File: src/rtl/dnn_pkg.sv
// rtl/dnn_pkg.sv - shared DNN datapath constants and argmax state encoding
package dnn_pkg;
    localparam int DATA_W = 32;
    localparam int IDX_W  = 16;

    typedef enum logic [1:0] {
        IDLE,
        RUN,
        DONE
    } argmax_state_t;
endpackage

File: src/rtl/stream_argmax_if.sv
// rtl/stream_argmax_if.sv - run control, element stream and result bundle for stream_argmax (STREAM_ARGMAX_MIN_EN adds min_sel)
interface stream_argmax_if;
    import dnn_pkg::*;

    logic              start;
    logic [IDX_W-1:0]  len;
    logic              u_mod;
`ifdef STREAM_ARGMAX_MIN_EN
    logic              min_sel;
`endif
    logic              in_valid;
    logic [DATA_W-1:0] in_data;
    logic              in_ready;
    logic              out_valid;
    logic              out_ready;
    logic [DATA_W-1:0] max_val;
    logic [IDX_W-1:0]  max_idx;
    logic              busy;

    modport master (
`ifdef STREAM_ARGMAX_MIN_EN
        output min_sel,
`endif
        output start, len, u_mod, in_valid, in_data, out_ready,
        input  in_ready, out_valid, max_val, max_idx, busy
    );

    modport slave (
`ifdef STREAM_ARGMAX_MIN_EN
        input  min_sel,
`endif
        input  start, len, u_mod, in_valid, in_data, out_ready,
        output in_ready, out_valid, max_val, max_idx, busy
    );
endinterface

File: src/rtl/lt32.sv
// rtl/lt32.sv - less-than comparator with per-run signed/unsigned ordering
module lt32
    import dnn_pkg::*;
(
    input  logic [DATA_W-1:0] a,
    input  logic [DATA_W-1:0] b,
    input  logic              u_mod,
    output logic              lt
);
    logic magLess;
    logic signDiffer;

    assign magLess    = (a < b);
    assign signDiffer = (a[DATA_W-1] != b[DATA_W-1]);

    // Differing sign bits: the negative operand is the smaller one.
    assign lt = (!u_mod && signDiffer) ? a[DATA_W-1] : magLess;
endmodule

File: src/rtl/stream_argmax.sv
// rtl/stream_argmax.sv - streaming max finder reporting largest element and index (optional argmin via STREAM_ARGMAX_MIN_EN)
module stream_argmax
    import dnn_pkg::*;
(
    input  logic             clk,
    input  logic             rst_n,
    stream_argmax_if.slave   bus
);
    argmax_state_t     state;
    argmax_state_t     nextState;
    logic [IDX_W-1:0]  cnt;
    logic [IDX_W-1:0]  lenQ;
    logic              uModQ;
    logic              minSelQ;
    logic              minSelIn;
    logic [DATA_W-1:0] maxVal;
    logic [IDX_W-1:0]  maxIdx;
    logic [DATA_W-1:0] cmpA;
    logic [DATA_W-1:0] cmpB;
    logic              cmpLess;
    logic              beat;
    logic              lastBeat;
    logic              replace;
    logic              startOk;
    logic              inReady;
    logic              outValid;
    logic              busyQ;

`ifdef STREAM_ARGMAX_MIN_EN
    assign minSelIn = bus.min_sel;
`else
    assign minSelIn = 1'b0;
`endif

    assign startOk  = (state == IDLE) && bus.start && (bus.len != '0);
    assign beat     = (state == RUN) && bus.in_valid;
    assign lastBeat = (cnt == lenQ - IDX_W'(1));

    // Argmin swaps the operands so one comparator serves both directions.
    assign cmpA = minSelQ ? bus.in_data : maxVal;
    assign cmpB = minSelQ ? maxVal : bus.in_data;

    lt32 uLt (
        .a    (cmpA),
        .b    (cmpB),
        .u_mod(uModQ),
        .lt   (cmpLess)
    );

    // Strict less-than keeps the earlier index on ties.
    assign replace = (cnt == '0) || cmpLess;

    always_ff @(posedge clk or negedge rst_n) begin
        if (!rst_n) begin
            state <= IDLE;
        end else begin
            state <= nextState;
        end
    end

    always_comb begin
        nextState = state;
        inReady   = 1'b0;
        outValid  = 1'b0;
        busyQ     = 1'b0;
        case (state)
            IDLE: begin
                if (startOk) begin
                    nextState = RUN;
                end
            end
            RUN: begin
                inReady = 1'b1;
                busyQ   = 1'b1;
                if (beat && lastBeat) begin
                    nextState = DONE;
                end
            end
            DONE: begin
                outValid = 1'b1;
                busyQ    = 1'b1;
                if (bus.out_ready) begin
                    nextState = IDLE;
                end
            end
            default: nextState = IDLE;
        endcase
    end

    always_ff @(posedge clk or negedge rst_n) begin
        if (!rst_n) begin
            cnt     <= '0;
            lenQ    <= '0;
            uModQ   <= 1'b0;
            minSelQ <= 1'b0;
            maxVal  <= '0;
            maxIdx  <= '0;
        end else if (startOk) begin
            cnt     <= '0;
            lenQ    <= bus.len;
            uModQ   <= bus.u_mod;
            minSelQ <= minSelIn;
        end else if (beat) begin
            cnt <= cnt + IDX_W'(1);
            if (replace) begin
                maxVal <= bus.in_data;
                maxIdx <= cnt;
            end
        end
    end

    assign bus.in_ready  = inReady;
    assign bus.out_valid = outValid;
    assign bus.busy      = busyQ;
    assign bus.max_val   = maxVal;
    assign bus.max_idx   = maxIdx;
endmodule

File: src/flat_wrapper.sv
// flat-port wrapper written by rule: the top's interface ports become plain ports
module stream_argmax_flat import dnn_pkg::*;
  (clk, rst_n, bus_start, bus_len, bus_u_mod, bus_in_valid, bus_in_data, bus_out_ready, bus_in_ready, bus_out_valid, bus_max_val, bus_max_idx, bus_busy);
  stream_argmax_if bus_i ();
  input  logic clk;
  input  logic rst_n;
  input wire logic [$bits(bus_i.start)-1:0] bus_start;
  input wire logic [$bits(bus_i.len)-1:0] bus_len;
  input wire logic [$bits(bus_i.u_mod)-1:0] bus_u_mod;
  input wire logic [$bits(bus_i.in_valid)-1:0] bus_in_valid;
  input wire logic [$bits(bus_i.in_data)-1:0] bus_in_data;
  input wire logic [$bits(bus_i.out_ready)-1:0] bus_out_ready;
  output wire logic [$bits(bus_i.in_ready)-1:0] bus_in_ready;
  output wire logic [$bits(bus_i.out_valid)-1:0] bus_out_valid;
  output wire logic [$bits(bus_i.max_val)-1:0] bus_max_val;
  output wire logic [$bits(bus_i.max_idx)-1:0] bus_max_idx;
  output wire logic [$bits(bus_i.busy)-1:0] bus_busy;
  assign bus_i.start = bus_start;
  assign bus_i.len = bus_len;
  assign bus_i.u_mod = bus_u_mod;
  assign bus_i.in_valid = bus_in_valid;
  assign bus_i.in_data = bus_in_data;
  assign bus_i.out_ready = bus_out_ready;
  assign bus_in_ready = bus_i.in_ready;
  assign bus_out_valid = bus_i.out_valid;
  assign bus_max_val = bus_i.max_val;
  assign bus_max_idx = bus_i.max_idx;
  assign bus_busy = bus_i.busy;
  stream_argmax u_core (.clk(clk), .rst_n(rst_n), .bus(bus_i));
endmodule
File: config.mk
export PLATFORM = sky130hd
export DESIGN_NAME = stream_argmax_flat
export DESIGN_NICKNAME = d
export VERILOG_FILES = /design/src/rtl/dnn_pkg.sv /design/src/rtl/stream_argmax_if.sv /design/src/rtl/lt32.sv /design/src/rtl/stream_argmax.sv /design/src/flat_wrapper.sv
export SDC_FILE = /design/constraint.sdc
export NUM_CORES = 1
export LEC_CHECK = 0
export BUFFER_PORTS_ARGS = -buffer_cell sky130_fd_sc_hd__buf_4
export CELL_PAD_IN_SITES_DETAIL_PLACEMENT = 1
export CELL_PAD_IN_SITES_GLOBAL_PLACEMENT = 2
export CORE_ASPECT_RATIO = 0.8
export CORE_MARGIN = 5
export CORE_UTILIZATION = 32
export CTS_BUF_LIST = sky130_fd_sc_hd__clkbuf_2 sky130_fd_sc_hd__clkbuf_4 sky130_fd_sc_hd__clkbuf_8
export CTS_CLUSTER_SIZE = 30
export DETAILED_ROUTE_END_ITERATION = 12
export PLACE_DENSITY = 0.89
export SLEW_MARGIN = 20
export SYNTH_ARGS = -nofsm -noshare
export SYNTH_HDL_FRONTEND = slang
export SYNTH_SLANG_ARGS = --single-unit
File: constraint.sdc
create_clock -name clk -period 2.8 [get_ports clk]
set_input_delay 0.56 -clock clk [delete_from_list [all_inputs] [get_ports clk]]
set_output_delay 0.56 -clock clk [all_outputs]
set_load 0.02 [all_outputs]
# Word-level counts from Yosys, hierarchy flattened
# Index checks and enable logic that the tools add are counted.
[word_totals]
ff_bits = 83
in_bits = 54
output_inout_bits = 51
[classes]
add_sub_neg = 2
order_cmp = 1
n_eq_ne = 7
mux = 10
bitwise = 1
reduce_logical = 14
[ops]
columns = ["op", "count"]
rows = [
  ["< comparator 32 bit", 1],
  ["2-to-1 mux 16 bit", 2],
  ["adder 16 x 1 -> 16 bit, second input constant", 1],
  ["== test 16 bit", 1],
  ["zero test 16 bit", 1],
  ["nonzero test 16 bit", 1],
  ["subtractor 16 x 1 -> 16 bit, second input constant", 1],
  ["2-to-1 mux 2 bit", 3],
  ["case mux 2 bit (3 select lines)", 1],
  ["AND reduction 3 bit", 2],
  ["logical AND 1 bit", 5],
  ["2-to-1 mux 1 bit", 4],
  ["!= test 2 bit, second input constant", 2],
  ["== test 2 x 1 -> 1 bit, second input constant", 1],
  ["== test 2 bit, second input constant", 1],
  ["zero test 2 bit", 1],
  ["!= test 2 x 1 -> 1 bit, second input constant", 1],
  ["nonzero test 2 bit", 1],
  ["OR reduction 2 bit", 1],
  ["zero test 1 bit", 1],
  ["logical OR 1 bit", 1],
  ["!= test 1 bit", 1],
  ["NOT 1 bit", 1],
]

# Longest topological paths before layout
# Gate-level depths: netlist of run 1.
[logic_depth]
ltp_word = 5
depth_mapped = 11
mapped_depth_nobuf = 9

# Modules after synthesis
# From an unflattened synthesis of run 1, not the netlist that was laid out.
[hier_totals]
cells_unflattened = 463
area_unflattened_um2 = 4682.0
[by_module_without_submodules]
columns = ["module", "n_inst", "cells_each", "area_per_inst_um2"]
rows = [
  ["stream_argmax", 1, 351, 3891.2],
  ["lt32", 1, 112, 790.8],
]

# Worst setup path before layout of run 1
# Ideal clock, no wire load.
[synth_path]
path_kind = "reg-to-reg"
from = "register u_core.lenQ[0]"
to = "register u_core.state[0]"
arrival_time_ns = 2.530
path_slack_ns = 0.142
path_stages_with_launch = 11
path_buffers = 1
path_cell_list = "dfrtp_1 -> clkbuf_1 -> inv_1 -> ha_1 -> or4b_4 -> nor3_2 -> a221oi_1 -> o31ai_1 -> nand4_1 -> o41ai_2 -> mux2_1"
[synth_via]
elab_chain_cells = 5
[synth_lines]
columns = ["element", "line_no", "rtl"]
rows = [
  ["from (decl)", "stream_argmax.sv:12", "logic [IDX_W-1:0] lenQ;"],
  ["from (signal assigned)", "stream_argmax.sv:100", "lenQ <= bus.len;"],
  ["subtractor 16 x 1 -> 16 bit", "stream_argmax.sv:37", "assign lastBeat = (cnt == lenQ - IDX_W'(1));"],
  ["== test 16 bit", "stream_argmax.sv:37", ""],
  ["logical AND 1 bit", "stream_argmax.sv:75", "if (beat && lastBeat) begin"],
  ["!= test 2 bit (no source line)", "n/a", ""],
  ["AND reduction 3 bit (no source line)", "n/a", ""],
  ["to (signal assigned)", "stream_argmax.sv:57", "state <= nextState;"],
  ["to (decl)", "stream_argmax.sv:9", "argmax_state_t state;"],
]
# No other way between the ends.
# A chain may end at the register's enable or synchronous reset.

# Worst setup path in the final report of run 1
# Same ends and word-level chain as after synthesis.

==> results of run 1 <==
[worst paths after layout]
check,to
max,u_core.state[0]
min,u_core.bus.max_idx[5]
max reg2reg,u_core.state[0]
min reg2reg,u_core.bus.max_idx[2]
max in group asynchronous,u_core.lenQ[3]
min in group clk,u_core.uModQ
[layout by cell type, fill, tap and decap left out, types with 2 or more instances in the layout]
master and count:
nor3b_1 3, dfrtp_1 82, a311o_1 2, or3_1 6, nor3_1 4, o21ai_0 9
xor2_1 18, mux2_1 49, ha_1 37, o22ai_1 2, and4_1 3, nand3_1 7
clkbuf_8 11, a21oi_1 14, inv_2 2, buf_4 122, a211oi_1 6, nand4_1 14
buf_12 3, and3_1 2, nor2_2 4, inv_1 43, nand2_1 56, xnor2_1 12
o31ai_1 3, and2_1 4, nor2_1 23, nor3_4 2, a21o_1 15, a41oi_1 3
nand2b_1 4, nor4_1 11
[through the flow]
step / cells / hold slack (ns)
after floorplan: 487 / 0.264
after global placement: 797 / 0.477
after detailed placement: 797 / 0.487
after CTS: 813 / 0.157
after global routing: 817 / 0.185
final: 817 / 0.154
[state kept, by name, indices dropped and copies added, names as in the netlist]
register            flops
u_core.cnt             16
u_core.lenQ            16
u_core.bus.max_val     32
u_core.state            2
u_core.uModQ            1
u_core.bus.max_idx     16
[layout make-up]
cell class / instances / area, um2 / area share (%)
Clock buffer: 11 / 151 / 2.40
Timing Repair Buffer: 126 / 987 / 15.6
Sequential cell: 83 / 2080 / 32.9
Multi-Input combinational cell: 337 / 2610 / 41.3
Tap cell: 210 / 263 / 4.16
Clock inverter: 5 / 60.1 / 0.950
Inverter: 45 / 169 / 2.67
[power breakdown]
| part | leakage (nW) | switching [W] | internal, W |
|---|---|---|---|
| clock network | 0.106 | 0.000477 | 0.000465 |
| registers | 1.05 | 0.000457 | 0.00160 |
| logic | 2.01 | 0.00165 | 0.00145 |
[cell families (layout without fill, tap and decap cells)]
logic type | Yosys count | after routing | synth area share, %
XOR/XNOR | 30 | 30 | 5.33
adder cells (fa/ha/maj) | 38 | 38 | 9.64
buffers and inverters | 67 | 187 | 6.01
AND/OR/NAND/NOR | 152 | 152 | 16.0
flip-flops | 83 | 83 | 42.1
AO/OA/AOI/OAI | 67 | 67 | 9.51
multiplexers | 50 | 50 | 11.4
[critical path, stage by stage, from the launching register on]
cell and delay (ns):
dfrtp_1 0.40, inv_2 0.09, ha_4 0.14, or4b_4 0.50, nor3_4 0.13, a221oi_1 0.09
o31ai_1 0.24, nand4_1 0.20, o41ai_2 0.39, mux2_1 0.35
[layer usage]
| metal | vias to the layer above | GRT usage [%] |
|---|---|---|
| met5 | - | 0 |
| met4 | 0 | 3.20 |
| met3 | 12 | 3.51 |
| met2 | 88 | 25.6 |
| met1 | 2014 | 21.2 |
| li1 | 1933 | - |
[what timing repair did]
| action | CTS | global route |
|---|---|---|
| setup endpoints to repair | 0 | 1 |
| gates resized for setup | 0 | 11 |
| setup buffers | 0 | 4 |
==> flow_metrics.py, run 1 <==
metrics = {
    "route": {
        "vias": 4047,
        "drt-total-wl_um": 13600,
        "met3_length_um": 639,
        "drt-wirelength-per-cell_um": 16.6,
        "wl_met1_um": 6460,
        "dr.pass1.iters": 4,
        "top_layer_used": "met4",
        "route.met2.wl_um": 6340,
        "drc_errors": 0,
        "drtIter0Drc": 151,
        "final_antenna_net_count": 0,
        "viasPerCell": 4.95,
    },
    "clock_network": {
        "clkTransAtPathRegs_ns": 0.09,
        "clockBufferDepth": 2,
        "cts_root_buffer": "clkbuf_8",
        "clk_latency_ns": 0.37,
        "hold_buffers": 0,
        "numClockSinks": 83,
        "clock_tree.htree_level_count": 3,
        "numCtsBuffers": 9,
        "cts_tree": "built",
    },
    "timing": {
        "layout_min_cycle_time_ns": 2.66,
        "hold_viol_final": 0,
        "finClkSkew_ns": 0.0131,
        "period_share_pct": 95.0,
        "relSlewSlack_pct": 48.1,
        "worst_slack_ns": 0.141,
        "setup_viol": 0,
        "slew_violations": 0,
        "tns_ns": 0,
        "tightest_slew_ns": 0.778,
        "fmax_mhz": 376,
    },
    "setup_path": {
        "crit_arrival_ns": 2.90,
        "r2r_cells": 9,
        "crit_path_start_kind": "flop",
        "cp_max_fo": 3,
        "cp-end-kind": "flop",
        "required_ns": 3.05,
        "crit_start": "u_core.lenQ[0]",
        "ff2ff_setup_slack_ns": 0.14,
        "worstSetupPathType": "reg -> reg",
        "r2r-start": "u_core.lenQ[0]",
    },
    "synthesis": {
        "postSynth.asyncResetShare_pct": 100,
        "synth_top_area_share_pct": 42.1,
        "synthMostInstantiatedCell": "dfrtp_1",
        "synthTopCellsByArea": "dfrtp_1 (42%), mux2_1 (11%), ha_1 (9.6%), nand2_1 (4.3%), inv_1 (3.4%)",
        "synth_edf_count": 0,
        "yosys.area.top_type": "dfrtp_1",
        "synth.avg_cell_area_um2": 10.1,
        "synth_ff_type": "dfrtp_1",
        "synth_area_mm2": 0.00493,
        "ys.warnings.count": 0,
        "syn_inst": 487,
        "ys_types": 54,
        "yosysSeqAreaShare_pct": 42.1,
        "syn_nets": 579,
        "synth_seq_cells": 83,
        "synth_common_cells": "dfrtp_1 (83), nand2_1 (56), mux2_1 (49), inv_1 (45), ha_1 (38)",
    },
    "place": {
        "place_area_mm2": 0.00604,
        "place_ws_ns": -0.00437,
        "hpwl_um": 10800,
        "gp_congestion": 0.898,
        "io_buffers": 104,
    },
    "floorplanning": {
        "die_y_um": 121,
        "ios": 105,
        "die-area_mm2": 0.0180,
        "fp.dieW_um": 149,
        "initial_core_util_pct": 32.7,
        "rows": 40,
        "core_area_mm2": 0.0151,
    },
    "global_routing": {
        "grtUsageTotal_pct": 15.6,
        "grt_max_degree": 48,
        "antenna_found_initial": 0,
        "overflow": 0,
        "grt_pass1_wl_um": 22800,
        "grt_pass1_vias": 4435,
    },
    "power_and_ir_drop": {
        "p_leak_nw": 3.17,
        "powerDensity_mw_per_mm2": 964,
        "irDropWorstVdd_mv": 0.434,
        "power_w": 0.00609,
    },
    "flow_run": {
        "drv_cap": 0,
    },
    "cells_and_area": {
        "fin_area_mm2": 0.00632,
        "utilization_pct": 42.0,
        "layout.nets": 694,
        "drive_gt1_share_pct": 26.2,
        "area_growth_pct": 28.2,
        "diodes": 0,
        "nFillCells": 1717,
    },
    "hold_path": {
        "min_path_type": "in -> async",
    },
    "outcome": {
        "status": "completed",
    },
}
No activity file was read; power rests on OpenSTA's default activity.
==> run 2, diff against run 1 <==
--- a/config.mk
+++ b/config.mk
@@ -10,11 +10,11 @@
 export CELL_PAD_IN_SITES_GLOBAL_PLACEMENT = 2
 export CORE_ASPECT_RATIO = 0.8
 export CORE_MARGIN = 5
-export CORE_UTILIZATION = 32
+export CORE_UTILIZATION = 35
 export CTS_BUF_LIST = sky130_fd_sc_hd__clkbuf_2 sky130_fd_sc_hd__clkbuf_4 sky130_fd_sc_hd__clkbuf_8
 export CTS_CLUSTER_SIZE = 30
 export DETAILED_ROUTE_END_ITERATION = 12
-export PLACE_DENSITY = 0.89
+export PLACE_DENSITY = 0.92
 export SLEW_MARGIN = 20
 export SYNTH_ARGS = -nofsm -noshare
 export SYNTH_HDL_FRONTEND = slang
==> constraint.sdc (replaced) <==
create_clock -name clk -period 2.6 [get_ports clk]
set_input_delay 0.52 -clock clk [delete_from_list [all_inputs] [get_ports clk]]
set_output_delay 0.52 -clock clk [all_outputs]
set_load 0.02 [all_outputs]
==> flow_metrics.py, run 2 (synthesis gave the netlist of run 1 again) <==
metrics = {
    "setup_path": {
        "crit_path_start_kind": "flop",
        "r2r-start": "u_core.lenQ[1]",
        "cp-end-kind": "flop",
        "required_ns": 2.83,
        "cp_max_fo": 3,
        "ff2ff_setup_slack_ns": -0.04,
        "cp_slowest_cell": "or4b_4",
        "crit_start": "u_core.lenQ[1]",
        "r2r_cells": 9,
        "crit_end": "u_core.state[0]",
        "worstSetupPathType": "reg -> reg",
        "worstReg2RegEnd": "u_core.state[0]",
        "crit_chain": "inv_2 > ha_4 > or4b_4 > nor2_4 > a211oi_2 > o31ai_2 > nand4_1 > o41ai_2 > mux2_1",
        "crit_arrival_ns": 2.87,
        "max_stage_delay_ns": 0.51,
    },
    "timing": {
        "layout_min_cycle_time_ns": 2.64,
        "period_share_pct": 102,
        "setup_viol": 1,
        "worst_slack_ns": -0.0402,
        "rsz0062_at_grt": "true",
        "fmax_mhz": 379,
        "hold_viol_final": 0,
        "relSlewSlack_pct": 61.1,
        "finClkSkew_ns": 0.00689,
        "tns_ns": -0.0402,
        "slew_violations": 0,
        "tightest_slew_ns": 0.584,
    },
    "clock_network": {
        "hold_buffers": 0,
        "clkTransAtPathRegs_ns": 0.09,
        "numCtsBuffers": 9,
        "cts_tree": "built",
        "numClockSinks": 83,
        "clockBufferDepth": 2,
        "clock_tree.htree_level_count": 3,
        "cts_root_buffer": "clkbuf_8",
        "clk_latency_ns": 0.35,
    },
    "power_and_ir_drop": {
        "powerDensity_mw_per_mm2": 1070,
        "p_leak_nw": 3.40,
        "irDropWorstVdd_mv": 0.450,
        "power_w": 0.00720,
    },
    "global_routing": {
        "antenna_found_initial": 0,
        "overflow": 0,
        "grt_pass1_wl_um": 22800,
        "grt_max_degree": 45,
        "grtUsageTotal_pct": 17.1,
        "grt_pass1_vias": 4678,
    },
    "place": {
        "gp_congestion": 0.843,
        "hpwl_um": 11200,
        "place_ws_ns": -0.236,
        "dp_cells": 790,
        "io_buffers": 104,
    },
    "cells_and_area": {
        "mostFrequentLayoutCells": "buf_4 (150), dfrtp_1 (82), nand2_1 (56), mux2_1 (49), inv_1 (43)",
        "largest_reg_flops": 32,
        "layout.nets": 728,
        "drive_gt1_share_pct": 32.4,
        "diodes": 0,
        "mostFrequentLayoutCell": "buf_4",
        "area_growth_pct": 36.7,
        "final_cells": 821,
        "utilization_pct": 49.2,
        "nFillCells": 1550,
    },
    "floorplanning": {
        "die_y_um": 116,
        "rows": 38,
        "die-area_mm2": 0.0166,
        "fp.dieW_um": 143,
        "ios": 105,
        "core_area_mm2": 0.0137,
        "initial_core_util_pct": 36.0,
    },
    "route": {
        "drt-total-wl_um": 14700,
        "drt-wirelength-per-cell_um": 17.9,
        "drtIter0Drc": 163,
        "final_antenna_net_count": 0,
        "dr.pass1.iters": 4,
        "viasPerCell": 5.09,
        "drc_errors": 0,
        "vias": 4177,
    },
    "flow_run": {
        "drv_cap": 0,
    },
    "hold_path": {
        "min_path_type": "in -> async",
    },
    "outcome": {
        "status": "finished with violations",
        "violations": "setup timing",
    },
}
[run 2: cell count changes in the layout (fill, tap and decap cells not counted), moves of 2 or more]
cell / change
a21oi_1: -3
clkbuf_16: +4
a211oi_2: +3
nor3_2: +2
o31ai_1: -3
buf_6: +2
buf_4: +28
nor4_1: -3
nor4_2: +2
o31ai_2: +2
a211oi_1: -3
a21oi_2: +3
[run 2: what timing repair did]
action | in CTS | in global routing
cloned | 0 | 4
setup buffers | 6 | 6
gates resized for setup | 7 | 22
setup endpoints to repair | 41 | 51
pin swaps | 8 | 10
[run 2: worst min path at each step]
stage | slack, ns | end | cells after the start
after global placement | 0.48 | u_core.bus.max_idx[11] | 1
after detailed placement | 0.49 | u_core.bus.max_idx[2] | 1
final | 0.16 | u_core.lenQ[13] | 1
after CTS | 0.16 | u_core.lenQ[13] | 1
after floorplan | 0.22 | u_core.bus.max_idx[0] | 0
after global routing | 0.20 | u_core.lenQ[13] | 1
[run 2: critical path, delay by kind of cell, from the launching register on]
kind                     cells  cell delay, ns
AND/OR/NAND/NOR              3            0.85
AO/OA/AOI/OAI                3            0.69
flip-flops                   1            0.41
multiplexers                 1            0.35
adder cells (fa/ha/maj)      1            0.13
buffers and inverters        1            0.09
[run 2: per-stage QoR]
step,hold WS [ns],cell area [um2]
finish,0.157,6740
CTS,0.158,6470
global route,0.198,6740
floorplan,0.224,4940
global placement,0.478,6170
detailed placement,0.490,6170
[run 2: routing by layer]
layer  GRT usage [%]  vias up  part of all wire (%)
li1                -     1997                     -
met3            3.52        9                   4.4
met4            4.12        0                  0.85
met2            28.3       92                    48
met1            23.1     2079                    47
met5               0        -                     0
[run 2: where the power goes]
| part | total (W) | internal (W) | switching (W) | leakage, nW |
|---|---|---|---|---|
| clock | 0.00107 | 0.000579 | 0.000491 | 0.115 |
| combinational | 0.00399 | 0.00192 | 0.00207 | 2.23 |
| sequential | 0.00214 | 0.00172 | 0.000419 | 1.05 |
[run 2: area by class of cell]
type,count,area (um2),area share (%)
clock buffers,10,138,2.04
clock inverters,6,96.3,1.43
inverters,45,169,2.51
multi-input cells,337,2710,40.3
flip-flops and latches,83,2080,30.8
well taps,180,225,3.34
repair buffers,160,1320,19.6
==> run 3, diff against run 2 <==
--- a/config.mk
+++ b/config.mk
@@ -15,6 +15,8 @@
 export CTS_CLUSTER_SIZE = 30
 export DETAILED_ROUTE_END_ITERATION = 12
 export PLACE_DENSITY = 0.92
+export RECOVER_POWER = 100
+export REMOVE_ABC_BUFFERS = 1
 export SLEW_MARGIN = 20
 export SYNTH_ARGS = -nofsm -noshare
 export SYNTH_HDL_FRONTEND = slang
==> flow_metrics.py, run 3 (synthesis gave the netlist of run 1 again) <==
metrics = {
    "clock_network": {
        "numCtsBuffers": 9,
        "clock_tree.htree_level_count": 3,
        "clockBufferDepth": 2,
        "hold_buffers": 0,
        "cts_tree": "built",
        "clkTransAtPathRegs_ns": 0.09,
        "cts_root_buffer": "clkbuf_8",
        "numClockSinks": 83,
        "clk_latency_ns": 0.38,
    },
    "floorplanning": {
        "initial_core_util_pct": 36.0,
        "die_y_um": 116,
        "rows": 38,
        "die-area_mm2": 0.0166,
        "ios": 105,
        "core_area_mm2": 0.0137,
        "fp.dieW_um": 143,
    },
    "power_and_ir_drop": {
        "power_w": 0.00673,
        "irDropWorstVdd_mv": 0.478,
        "p_clk_share_pct": 14.9,
        "sw_frac_of_total_pct": 43.1,
        "power.share.sequential_pct": 32.0,
        "p_int_w": 0.00383,
        "powerDensity_mw_per_mm2": 1050,
        "p_sw_w": 0.00290,
        "p_leak_nw": 3.12,
        "p_comb_share_pct": 53.1,
    },
    "setup_path": {
        "crit_arrival_ns": 2.87,
        "crit_chain": "inv_2 > ha_4 > or4b_4 > buf_6 > nor4_1 > a31oi_1 > o41ai_2 > mux2_1",
        "max_stage_delay_ns": 0.48,
        "r2r_cells": 8,
        "cp_slowest_cell": "or4b_4",
        "ff2ff_setup_slack_ns": 0.003,
        "r2r-start": "u_core.lenQ[1]",
        "worstReg2RegEnd": "u_core.state[0]",
        "cp_max_fo": 3,
        "cp-end-kind": "flop",
        "required_ns": 2.87,
        "crit_path_start_kind": "flop",
        "worstSetupPathType": "reg -> reg",
    },
    "place": {
        "gp_congestion": 0.884,
        "io_buffers": 104,
        "hpwl_um": 10800,
    },
    "global_routing": {
        "antenna_found_initial": 0,
        "grt_pass1_vias": 4584,
        "grtUsageTotal_pct": 17.7,
        "overflow": 0,
        "grt_max_degree": 43,
        "grt_pass1_wl_um": 23300,
    },
    "timing": {
        "finClkSkew_ns": 0.0119,
        "hold_viol_final": 0,
        "fmax_mhz": 385,
        "period_share_pct": 99.9,
        "layout_min_cycle_time_ns": 2.60,
        "setup_viol": 0,
        "slew_violations": 0,
        "hold_ws_ns": 0.332,
        "tns_ns": 0,
        "relSlewSlack_pct": 24.8,
        "rsz0062_at_grt": "true",
        "tightest_slew_ns": 1.13,
    },
    "route": {
        "final_antenna_net_count": 0,
        "drt-wirelength-per-cell_um": 17.7,
        "viasPerCell": 5.07,
        "drtIter0Drc": 184,
        "dr.pass1.iters": 4,
        "drc_errors": 0,
        "vias": 4128,
        "drt-total-wl_um": 14400,
    },
    "cells_and_area": {
        "area_growth_pct": 29.6,
        "largest_reg_flops": 32,
        "mostFrequentLayoutCells": "buf_4 (88), dfrtp_1 (83), nand2_1 (56), clkbuf_1 (51), mux2_1 (49)",
        "drive_gt1_share_pct": 22.9,
        "mostFrequentLayoutCell": "buf_4",
        "utilization_pct": 46.7,
        "layout.nets": 721,
        "nFillCells": 1585,
        "diodes": 0,
    },
    "outcome": {
        "status": "completed",
    },
    "hold_path": {
        "min_path_type": "in -> reg",
        "whs_endpoint": "u_core.uModQ",
        "worstHoldPathCells": 3,
        "hp-start": "bus_u_mod",
    },
    "flow_run": {
        "drv_cap": 0,
    },
}
==> run 3: cell types whose count changed in the layout (fill, tap and decap cells not counted), moves of 2 or more <==
cell and delta:
buf_12 -2, and2_0 +3, clkbuf_1 +51, clkinvlp_4 +2, ha_1 -4, buf_6 -2, o21ai_1 +2, buf_4 -62
clkbuf_4 +7, o31ai_2 -2, o31ai_1 +3, and2_1 -3, ha_4 +4, clkbuf_2 +2
==> run 3: timing repair <==
item / in CTS / in global routing
pin swaps: 7 / 13
setup buffers: 2 / 9
cloned: 0 / 3
resized for setup: 9 / 11
endpoints found under the setup margin: 3 / 49
==> run 3: how the worst max path moves through the flow <==
stage / startpoint / end / slack (ns) / cells past startpoint
CTS: u_core.lenQ[1] / u_core.state[0] / 0.004 / 9
global route: u_core.bus.max_val[31] / u_core.bus.max_idx[10] / -0.13 / 10
detailed placement: bus_in_data[29] / u_core.bus.max_val[5] / -0.19 / 11
floorplan: bus_in_data[31] / u_core.bus.max_idx[0] / -1.77 / 7
global placement: bus_in_data[29] / u_core.bus.max_val[8] / -0.04 / 11
finish: u_core.lenQ[1] / u_core.state[0] / 0.003 / 8
==> run 3: metal layers <==
layer  track usage (%)  vias to the layer above  part of all wire [%]
li1                  -                     1984                     -
met1              22.5                     2034                    45
met2              30.3                       90                    48
met3              4.26                       20                   4.5
met4              5.26                        0                   1.7
met5                 0                        -                     0
==> run 3: power by group through the flow <==
stage | clock, W | combinational (W) | sequential [W]
floorplan | 0 | 0.00166 | 0.00247
global placement | 0 | 0.00332 | 0.00214
detailed placement | 0 | 0.00345 | 0.00217
CTS | 0.00104 | 0.00355 | 0.00216
global route | 0.00108 | 0.00395 | 0.00221
finish | 0.00100 | 0.00357 | 0.00215
==> run 3: critical path, delay by kind of cell (launching register included) <==
family / cells / cell delay, ns
multiplexers: 1 / 0.36
adder cells (fa/ha/maj): 1 / 0.13
AND/OR/NAND/NOR: 2 / 0.88
buffers and inverters: 2 / 0.22
flip-flops: 1 / 0.41
AO/OA/AOI/OAI: 2 / 0.48
==> run 3: cell type report <==
type	instances	area, um2	share of cell area (%)
timing repair buffer	153	1020	16.0
clock inverter	5	61.3	0.959
clock buffer	11	151	2.37
tap	180	225	3.52
sequential	83	2080	32.5
multi-input combinational	337	2690	42.0
inverter	45	169	2.64
==> run 3: per-stage QoR <==
| step | setup slack [ns] | cell area (um2) | instances |
|---|---|---|---|
| 4_1_cts | 0.00387 | 6380 | 802 |
| 6_report | 0.00292 | 6390 | 814 |
| 2_1_floorplan | -1.77 | 4800 | 465 |
| 3_5_place_dp | -0.193 | 6120 | 784 |
| 5_1_grt | -0.127 | 6390 | 814 |
| 3_3_place_gp | -0.0352 | 6120 | 784 |
